==> src/rtl/rally_ctrl_pkg.sv <==
// Shared constants and state encoding for the PikaBall rally sequencer.
package rally_ctrl_pkg;

    localparam int unsigned VBUF_H           = 240;
    localparam int unsigned DEF_NET_POS      = 160;
    localparam int unsigned DEF_GROUND_Y     = VBUF_H - 20;
    localparam int unsigned DEF_BALL_D       = 24;
    localparam int unsigned DEF_SERVE_TICKS  = 60;
    localparam int unsigned DEF_POINT_TICKS  = 90;
    localparam int unsigned DEF_SCORE_WIN    = 15;
    localparam int unsigned DEF_SCORE_W      = 4;

    // Ball positions are 12 bits; comparisons are widened by one bit so the
    // sprite offset can never wrap.
    localparam int unsigned POS_W = 12;
    localparam int unsigned CMP_W = POS_W + 1;

    typedef enum logic [2:0] {
        StIdle  = 3'd0,
        StServe = 3'd1,
        StPlay  = 3'd2,
        StPoint = 3'd3,
        StOver  = 3'd4
    } rally_state_e;

endpackage

==> src/rtl/rally_ctrl_frame_delay.sv <==
// Frame-tick driven down-counter used to hold the SERVE and POINT phases.
module rally_ctrl_frame_delay #(
    parameter int unsigned WIDTH = 7
) (
    input  logic             clk,
    input  logic             reset,
    input  logic             tick,
    input  logic             load,
    input  logic [WIDTH-1:0] load_val,
    output logic             done
);

    logic [WIDTH-1:0] count_q, count_d;

    // The hold ends on the tick that arrives once the count has run down.
    assign done = tick && (count_q == '0);

    // Next count: load has priority, otherwise decrement per tick and stop at zero.
    always_comb begin
        count_d = count_q;
        if (load) begin
            count_d = load_val;
        end else if (tick && (count_q != '0)) begin
            count_d = count_q - 1'b1;
        end
    end

    // Counter register with synchronous reset.
    always_ff @(posedge clk) begin
        if (reset) begin
            count_q <= '0;
        end else begin
            count_q <= count_d;
        end
    end

endmodule

==> src/rtl/rally_ctrl.sv <==
// PikaBall game-flow sequencer: round FSM, landing detection and score keeping.
module rally_ctrl #(
    parameter int unsigned NET_POS     = rally_ctrl_pkg::DEF_NET_POS,
    parameter int unsigned GROUND_Y    = rally_ctrl_pkg::DEF_GROUND_Y,
    parameter int unsigned BALL_D      = rally_ctrl_pkg::DEF_BALL_D,
    parameter int unsigned SERVE_TICKS = rally_ctrl_pkg::DEF_SERVE_TICKS,
    parameter int unsigned POINT_TICKS = rally_ctrl_pkg::DEF_POINT_TICKS,
    parameter int unsigned SCORE_WIN   = rally_ctrl_pkg::DEF_SCORE_WIN,
    parameter int unsigned SCORE_W     = rally_ctrl_pkg::DEF_SCORE_W
) (
    input  logic               clk,
    input  logic               reset,
    input  logic               frame_tick,
    input  logic               start_btn,
    input  logic [11:0]        ball_pos_x,
    input  logic [11:0]        ball_pos_y,
    output logic               ent_rst_n,
    output logic               run_en,
    output logic               serve_side,
    output logic [SCORE_W-1:0] score_p,
    output logic [SCORE_W-1:0] score_n,
    output logic [2:0]         state,
    output logic               winner
);

    import rally_ctrl_pkg::*;

    localparam int unsigned TIMER_MAX = (SERVE_TICKS > POINT_TICKS) ? SERVE_TICKS : POINT_TICKS;
    localparam int unsigned TIMER_W   = (TIMER_MAX > 1) ? $clog2(TIMER_MAX) : 1;

    rally_state_e       state_q, state_d;
    logic               ent_rst_n_q, ent_rst_n_d;
    logic               run_en_q, run_en_d;
    logic               serve_side_q, serve_side_d;
    logic               winner_q, winner_d;
    logic [SCORE_W-1:0] score_p_q, score_p_d;
    logic [SCORE_W-1:0] score_n_q, score_n_d;
    logic               start_q;
    logic               start_rise;
    logic               timer_load;
    logic [TIMER_W-1:0] timer_load_val;
    logic               timer_done;
    logic [CMP_W-1:0]   ball_bottom;
    logic [CMP_W-1:0]   ball_centre;
    logic               landed;
    logic               left_court;
    logic [SCORE_W-1:0] scorer_score;

    assign start_rise  = start_btn && !start_q;
    assign ball_bottom = {1'b0, ball_pos_y} + CMP_W'(BALL_D);
    assign ball_centre = {1'b0, ball_pos_x} + CMP_W'(BALL_D / 2);
    assign landed      = frame_tick && (ball_bottom >= CMP_W'(GROUND_Y));
    assign left_court  = ball_centre < CMP_W'(NET_POS);
    // serve_side already names whoever just scored while in POINT.
    assign scorer_score = serve_side_q ? score_n_q : score_p_q;

    rally_ctrl_frame_delay #(
        .WIDTH (TIMER_W)
    ) u_frame_delay (
        .clk      (clk),
        .reset    (reset),
        .tick     (frame_tick),
        .load     (timer_load),
        .load_val (timer_load_val),
        .done     (timer_done)
    );

    // Next-state, score and registered-output decode.
    always_comb begin
        state_d        = state_q;
        serve_side_d   = serve_side_q;
        winner_d       = winner_q;
        score_p_d      = score_p_q;
        score_n_d      = score_n_q;
        timer_load     = 1'b0;
        timer_load_val = TIMER_W'(SERVE_TICKS - 1);

        case (state_q)
            StIdle: begin
                if (start_rise) begin
                    score_p_d    = '0;
                    score_n_d    = '0;
                    serve_side_d = 1'b0;
                    timer_load   = 1'b1;
                    state_d      = StServe;
                end
            end
            StServe: begin
                if (timer_done) begin
                    state_d = StPlay;
                end
            end
            StPlay: begin
                if (landed) begin
                    // Ball on the player's half scores for the npc, and vice versa.
                    if (left_court) begin
                        if (score_n_q != SCORE_W'(SCORE_WIN)) begin
                            score_n_d = score_n_q + SCORE_W'(1);
                        end
                        serve_side_d = 1'b1;
                    end else begin
                        if (score_p_q != SCORE_W'(SCORE_WIN)) begin
                            score_p_d = score_p_q + SCORE_W'(1);
                        end
                        serve_side_d = 1'b0;
                    end
                    timer_load     = 1'b1;
                    timer_load_val = TIMER_W'(POINT_TICKS - 1);
                    state_d        = StPoint;
                end
            end
            StPoint: begin
                if (timer_done) begin
                    if (scorer_score == SCORE_W'(SCORE_WIN)) begin
                        winner_d = serve_side_q;
                        state_d  = StOver;
                    end else begin
                        timer_load = 1'b1;
                        state_d    = StServe;
                    end
                end
            end
            StOver: begin
                if (start_rise) begin
                    score_p_d    = '0;
                    score_n_d    = '0;
                    serve_side_d = 1'b0;
                    timer_load   = 1'b1;
                    state_d      = StServe;
                end
            end
            default: begin
                state_d = StIdle;
            end
        endcase

        ent_rst_n_d = (state_d == StPlay) || (state_d == StPoint) || (state_d == StOver);
        run_en_d    = (state_d == StPlay);
    end

    // State, score and output registers with synchronous reset.
    always_ff @(posedge clk) begin
        if (reset) begin
            state_q      <= StIdle;
            ent_rst_n_q  <= 1'b0;
            run_en_q     <= 1'b0;
            serve_side_q <= 1'b0;
            winner_q     <= 1'b0;
            score_p_q    <= '0;
            score_n_q    <= '0;
        end else begin
            state_q      <= state_d;
            ent_rst_n_q  <= ent_rst_n_d;
            run_en_q     <= run_en_d;
            serve_side_q <= serve_side_d;
            winner_q     <= winner_d;
            score_p_q    <= score_p_d;
            score_n_q    <= score_n_d;
        end
    end

    // Button history keeps sampling through reset so a held button cannot
    // restart the game when reset is released.
    always_ff @(posedge clk) begin
        start_q <= start_btn;
    end

    assign state      = state_q;
    assign ent_rst_n  = ent_rst_n_q;
    assign run_en     = run_en_q;
    assign serve_side = serve_side_q;
    assign score_p    = score_p_q;
    assign score_n    = score_n_q;
    assign winner     = winner_q;

endmodule
==> config.mk <==
export PLATFORM = sky130hd
export DESIGN_NAME = rally_ctrl
export DESIGN_NICKNAME = d
export VERILOG_FILES = /design/src/rtl/rally_ctrl_pkg.sv /design/src/rtl/rally_ctrl_frame_delay.sv /design/src/rtl/rally_ctrl.sv
export SDC_FILE = /design/constraint.sdc
export NUM_CORES = 1
export LEC_CHECK = 0
export BUFFER_PORTS_ARGS = -buffer_cell sky130_fd_sc_hd__buf_2
export CAP_MARGIN = 30
export CORE_UTILIZATION = 55
export DETAILED_ROUTE_END_ITERATION = 6
export PLACE_DENSITY = 0.91
export SKIP_CTS_REPAIR_TIMING = 1
export SLEW_MARGIN = 40
export SYNTH_ARGS = -nofsm -noshare
export SYNTH_HDL_FRONTEND = slang
export SYNTH_HIERARCHICAL = 1
export SYNTH_SLANG_ARGS = --single-unit
==> constraint.sdc <==
create_clock -name clk -period 4.9 [get_ports clk]
set_clock_uncertainty 0.1 [all_clocks]
set_input_delay 0 -clock clk [delete_from_list [all_inputs] [get_ports clk]]
set_output_delay 0 -clock clk [all_outputs]
set_load 0.02 [all_outputs]
* After elaboration in Yosys (flattened, before gate mapping)
Index checks and enable logic that the tools add are counted.
** Storage, ports and cells
- Bits in latches :: 0
- Bits of input ports :: 28
- Memories :: 0
- Bits in writable memories :: 0
- Logic and storage cells :: 78
- Output and inout port bits :: 15
- Bits in registers :: 23
- ROM bits :: 0
** Operators by class
- Shift operators :: 0
- $lt $le $gt $ge :: 2
- Reduce and logical (&&, ||, !) cells :: 17
- $mul :: 0
- Bitwise logic cells :: 0
- $add $sub $neg :: 5
- Div/mod/pow operators :: 0
- Multiplexer cells :: 29
- Equality and inequality tests :: 16
** Operator list (number)
- $mux 4 :: 8
- $mux 7 :: 4
- $pmux 4 s2 :: 2
- $mux 3 :: 5
- $add 12x4->13 const B :: 1
- $add 12x5->13 const B :: 1
- $ge 13x8->1 const B :: 1
- $lt 13x8->1 const B :: 1
- $eq 3x2->1 const B :: 4
- $pmux 3 s4 :: 1
- $ne 2x2->1 const B :: 5
- $reduce_and 5->1 :: 2
- $add 4x1->4 const B :: 2
- $ne 4x4->1 const B :: 2
- $logic_not 7->1 :: 1
- $mux 1 :: 7
- $reduce_bool 7->1 :: 1
- $sub 7x1->7 const B :: 1
- $eq 3x3->1 const B :: 2
- $reduce_and 3->1 :: 2
- $eq 4x4->1 const B :: 1
- $logic_and 1x1->1 :: 4
- $reduce_bool 2->1 :: 2
- $eq 3x1->1 const B :: 1
- other kinds (7) :: 8

* Logic depth before layout (Yosys ltp)
- Depth after elaboration :: 8
- Gate-level depth with buffers :: 15
- Gate-level depth less buffers :: 12

* Cells and area by module
The synthesis kept the hierarchy.
** Modules (own cells, without submodules)
- rally_ctrl :: area each 978.4 sq um, cells each 120, seq. area each 320.3 sq um, times used 1
- rally_ctrl_frame_delay :: area each 471.7 sq um, cells each 56, seq. area each 140.1 sq um, times used 1

* Worst setup path after synthesis
OpenSTA, ideal clock, no wires.
- Path type :: input -> register
- Start :: input ball_pos_y[3]
- End :: register u_frame_delay.count_q[1]
- Setup time :: 0.091 ns
- Slack :: 2.165 ns
- Arrival time :: 2.544 ns
- Stages on the path :: 15
- Buffers on the path :: 3
- Required time :: 4.709 ns
- Cells stage by stage :: inv_1 ha_1 or4b_4 o221ai_2 a22oi_1 a21o_1 buf_6 inv_1 buf_2 nor2_1 o21ai_0 clkbuf_1 clkinv_1 o2111a_1 a311oi_1
** On the way
- Cells in the longest elaborated chain, start to end :: 6
- Elaborated cells between the ends (all ways) :: 9
- Those cells by class :: 1 x add/sub; 1 x order compare; 5 x mux; 2 x reduce/logical
** Ends and longest elaborated chain
- from (decl) :: line rally_ctrl.sv:16 : input logic [11:0] ball_pos_y,
- $add 12x5->13 :: line rally_ctrl.sv:50 : assign ball_bottom = {1'b0, ball_pos_y} + CMP_W'(BALL_D);
- $ge 13x8->1 :: line rally_ctrl.sv:52 : assign landed = frame_tick && (ball_bottom >= CMP_W'(GROUND_Y));
- $logic_and 1x1->1 :: line rally_ctrl.sv:52
- $mux 7 :: line rally_ctrl.sv:94 : if (landed) begin
- $mux 7 :: line rally_ctrl.sv:78 : case (state_q)
- net timer_load_val[1] :: line rally_ctrl.sv:41 : logic [TIMER_W-1:0] timer_load_val;
- $mux 7 :: line rally_ctrl_frame_delay.sv:21 : if (load) begin
- to (signal assigned) :: line rally_ctrl_frame_delay.sv:33 : count_q <= count_d;
- to (decl) :: line rally_ctrl_frame_delay.sv:13 : logic [WIDTH-1:0] count_q, count_d;
The timed path passes the listed nets, and every way through them passes these cells.
A chain may end at the register's enable or synchronous reset.

* Worst setup path in the final report
- Start :: register state_q[1], in the netlist state[1]
- End :: register u_frame_delay.count_q[1]
** On the way
- Cells in the longest elaborated chain, start to end :: 4
- Elaborated cells between the ends (all ways) :: 9
- Those cells by class :: 3 x eq/ne; 3 x mux; 3 x reduce/logical
** Ends and longest elaborated chain
- from (decl) :: line rally_ctrl.sv:31 : rally_state_e state_q, state_d;
- from (signal assigned) :: line rally_ctrl.sv:144 : state_q <= StIdle;
- from (signal assigned) :: line rally_ctrl.sv:152 : state_q <= state_d;
- $eq 3x3->1 or $logic_not 3->1 (tied branches) :: line rally_ctrl.sv:78
- $reduce_or 2->1 (no source line)
- $pmux 1 s3 * :: line rally_ctrl.sv:78
- net timer_load :: line rally_ctrl.sv:40 : logic timer_load;
- $mux 7 or $reduce_bool 2->1 (tied branches)
Mark *: on every way through the listed nets, which the timed path passes. The rest lies on a longest branch.

==> results.json <==
{
  "status": "finished clean",
  "grt_util_all_layers_pct": 25.5,
  "arrival_ns": 3.46,
  "avgSynthCellArea_um2": 8.24,
  "via_per_inst": 6.15,
  "nets": 255,
  "hpwl_mm": 2.48,
  "layout.area.seq_um2": 460,
  "p_leak_uw": 0.000779,
  "design_area_mm2": 0.00172,
  "synth.area.top_cells": "dfxtp_1 (32%), ha_1 (5.2%), o21ai_0 (3.5%)",
  "worstPathCellList": "nor3b_1 > nand2_1 > a21o_1 > inv_1 > nor2_1 > o21ai_1 > clkinv_1 > o2111a_1 > a311oi_1",
  "setup_tns_ns": 0,
  "finalSetupViolCount": 0,
  "placement.io_buffers": 40,
  "clk_latency_ns": 0.33,
  "setup.worst_path.start": "state[1]",
  "cts_tree": "built",
  "synthDistinctLibCells": 52,
  "ys_ff_latch": 23,
  "cp_max_fo": 11,
  "start_util_pct": 58.5,
  "end_kind": "flop",
  "multi_input_area_um2": 917,
  "post-route-period-util_pct": 67.7,
  "first_pass_iters": 4,
  "slowest_delay_ns": 0.59,
  "yosys_warnings": 6,
  "worstPathRequired_ns": 5.04,
  "drt_iter0_drc": 34,
  "dpl.cell_count": 243,
  "vdd.ir_drop.worst_mv": 0.216,
  "max_freq_mhz": 301,
  "synth_top_cell_by_area": "dfxtp_1",
  "die_area_mm2": 0.00285,
  "dpl_cell_area_mm2": 0.00166,
  "fin_crit_ns": 3.32,
  "die_h_um": 53.4,
  "timing.rr.start": "state[1]",
  "drc_errors": 0,
  "antenna_found_initial": 0,
  "ioPinCount": 43,
  "finalHoldViolCount": 0,
  "grt_pass1_vias": 1286,
  "grt_pass1_wl_mm": 5.22,
  "h-tree-depth": 1,
  "wl_mm": 3.35,
  "vias": 1537,
  "cts_buffer_depth": 2,
  "clk_pin_slew_ns": 0.14,
  "drv_cap": 0,
  "syn_area_mm2": 0.00145,
  "gp_congestion": 0.832,
  "min_from": "ball_pos_x[8]",
  "cellPowerDensity_mw_per_mm2": 248,
  "die_w_um": 53.4,
  "numCtsBuffers": 3,
  "coreArea_mm2": 0.00248,
  "synth_edf_count": 0,
  "grt_max_degree": 21,
  "final_core_util_pct": 69.5,
  "overflow": 0,
  "rows": 18,
  "drive_gt1_share_pct": 22.7,
  "max_slew_margin_pct": 52.2,
  "nFillCells": 224,
  "yosys.area.top_type_share_pct": 31.8,
  "place_ws_ns": 1.60,
  "finalMaxSlewViolations": 0,
  "ant_nets": 0,
  "layout_setup_ws_ns": 1.58,
  "antenna_cells": 0,
  "critical-path-slowest-cell": "nor3b_1",
  "cp-start-kind": "flop",
  "cts-root-buf": "clkbuf_4",
  "ys_dominant_reg_cell": "dfxtp_1",
  "rsz0062_at_grt": "false",
  "ys_seq_area_share_pct": 31.8,
  "hold_class": "in -> reg",
  "path_class": "reg -> reg",
  "async_flop_share_pct": 0,
  "clock-sinks": 23,
  "wire_per_inst_um": 13.4,
  "syn_to_final_growth_pct": 18.7,
  "tightestPinTransition_ns": 0.707,
  "fin_cells": 250,
  "syn_inst": 176
}
==> critical path: cells and delay by family (launching register included) <==
| family | cells | cell delay [ns] |
|---|---|---|
| flip-flops | 1 | 0.46 |
| AND/OR/NAND/NOR | 3 | 0.87 |
| buffers and inverters | 2 | 0.70 |
| AO/OA/AOI/OAI | 4 | 1.11 |
==> flip-flops by register name, indices dropped and copies added (netlist names) <==
| name | flops |
|---|---|
| winner | 1 |
| score_n | 4 |
| score_p | 4 |
| start_q | 1 |
| state | 3 |
| serve_side | 1 |
| ent_rst_n | 1 |
| u_frame_delay/count_q | 7 |
| run_en | 1 |
==> cells by family after synthesis <==
| family | count (synthesis) | synth area share [%] |
|---|---|---|
| adder cells (fa/ha/maj) | 6 | 5.18 |
| flip-flops | 23 | 31.8 |
| AND/OR/NAND/NOR | 73 | 30.1 |
| buffers and inverters | 18 | 5.52 |
| XOR/XNOR | 1 | 0.604 |
| multiplexers | 2 | 1.47 |
| other | 2 | 0.518 |
| AO/OA/AOI/OAI | 51 | 24.9 |
==> synthesized netlist by cell type (5+ instances only) <==
cell type	n
a21oi_1	8
and3_1	6
dfxtp_1	23
ha_1	6
inv_1	12
nand2_1	11
nand2b_1	7
nor2_1	11
o21a_1	5
o21ai_0	10
or4_1	5
==> per-layer routing <==
metal  vias up  track usage (%)  wire, µm
li1        758                -         -
met1       715             27.7      1440
met2        53             45.4      1680
met3        11             6.90       173
met4         0             11.4        62
met5         -                0         0
==> metrics by stage <==
step / power (µW) / hold WS [ns]
global placement: 330 / 0.0241
global route: 453 / 0.102
floorplan: 300 / -0.0723
CTS: 425 / -0.313
detailed placement: 334 / 0.0267
finish: 426 / 0.105
==> power breakdown <==
group / leakage [µW] / switching, µW / internal [µW]
combinational: 0.000574 / 63.6 / 54.6
clock: 0.0000177 / 61.1 / 30.6
sequential: 0.000188 / 15.9 / 200
total: 0.000779 / 141 / 286
==> cells in the final DEF, fill, tap and decap left out, types with 5 or more instances in the layout <==
master | Yosys | routed
buf_2 | 1 | 40
o21ai_0 | 10 | 9
nand2_1 | 11 | 11
a21oi_1 | 8 | 8
ha_1 | 6 | 6
and3_1 | 6 | 6
nor2_1 | 11 | 11
o21a_1 | 5 | 5
or4_1 | 5 | 5
dfxtp_1 | 23 | 23
inv_1 | 12 | 12
nand2b_1 | 7 | 7
==> final cells by class <==
cell class / instances / share of cell area (%)
clock inverter: 1 / 0.291
multi-input combinational: 137 / 53.3
sequential: 23 / 26.7
clock buffer: 3 / 1.31
inverter: 13 / 2.83
timing repair buffer: 43 / 13.4
tap: 30 / 2.18
==> final timing paths <==
kind | to | depth (start not counted) | slack (ns)
max | u_frame_delay/count_q[1] | 9 | 1.58
min | serve_side | 6 | 0.10
max reg2reg | u_frame_delay/count_q[1] | 9 | 1.58
min reg2reg | score_p[2] | 2 | 0.42
Note: power is estimated with default switching activity, not from simulation.
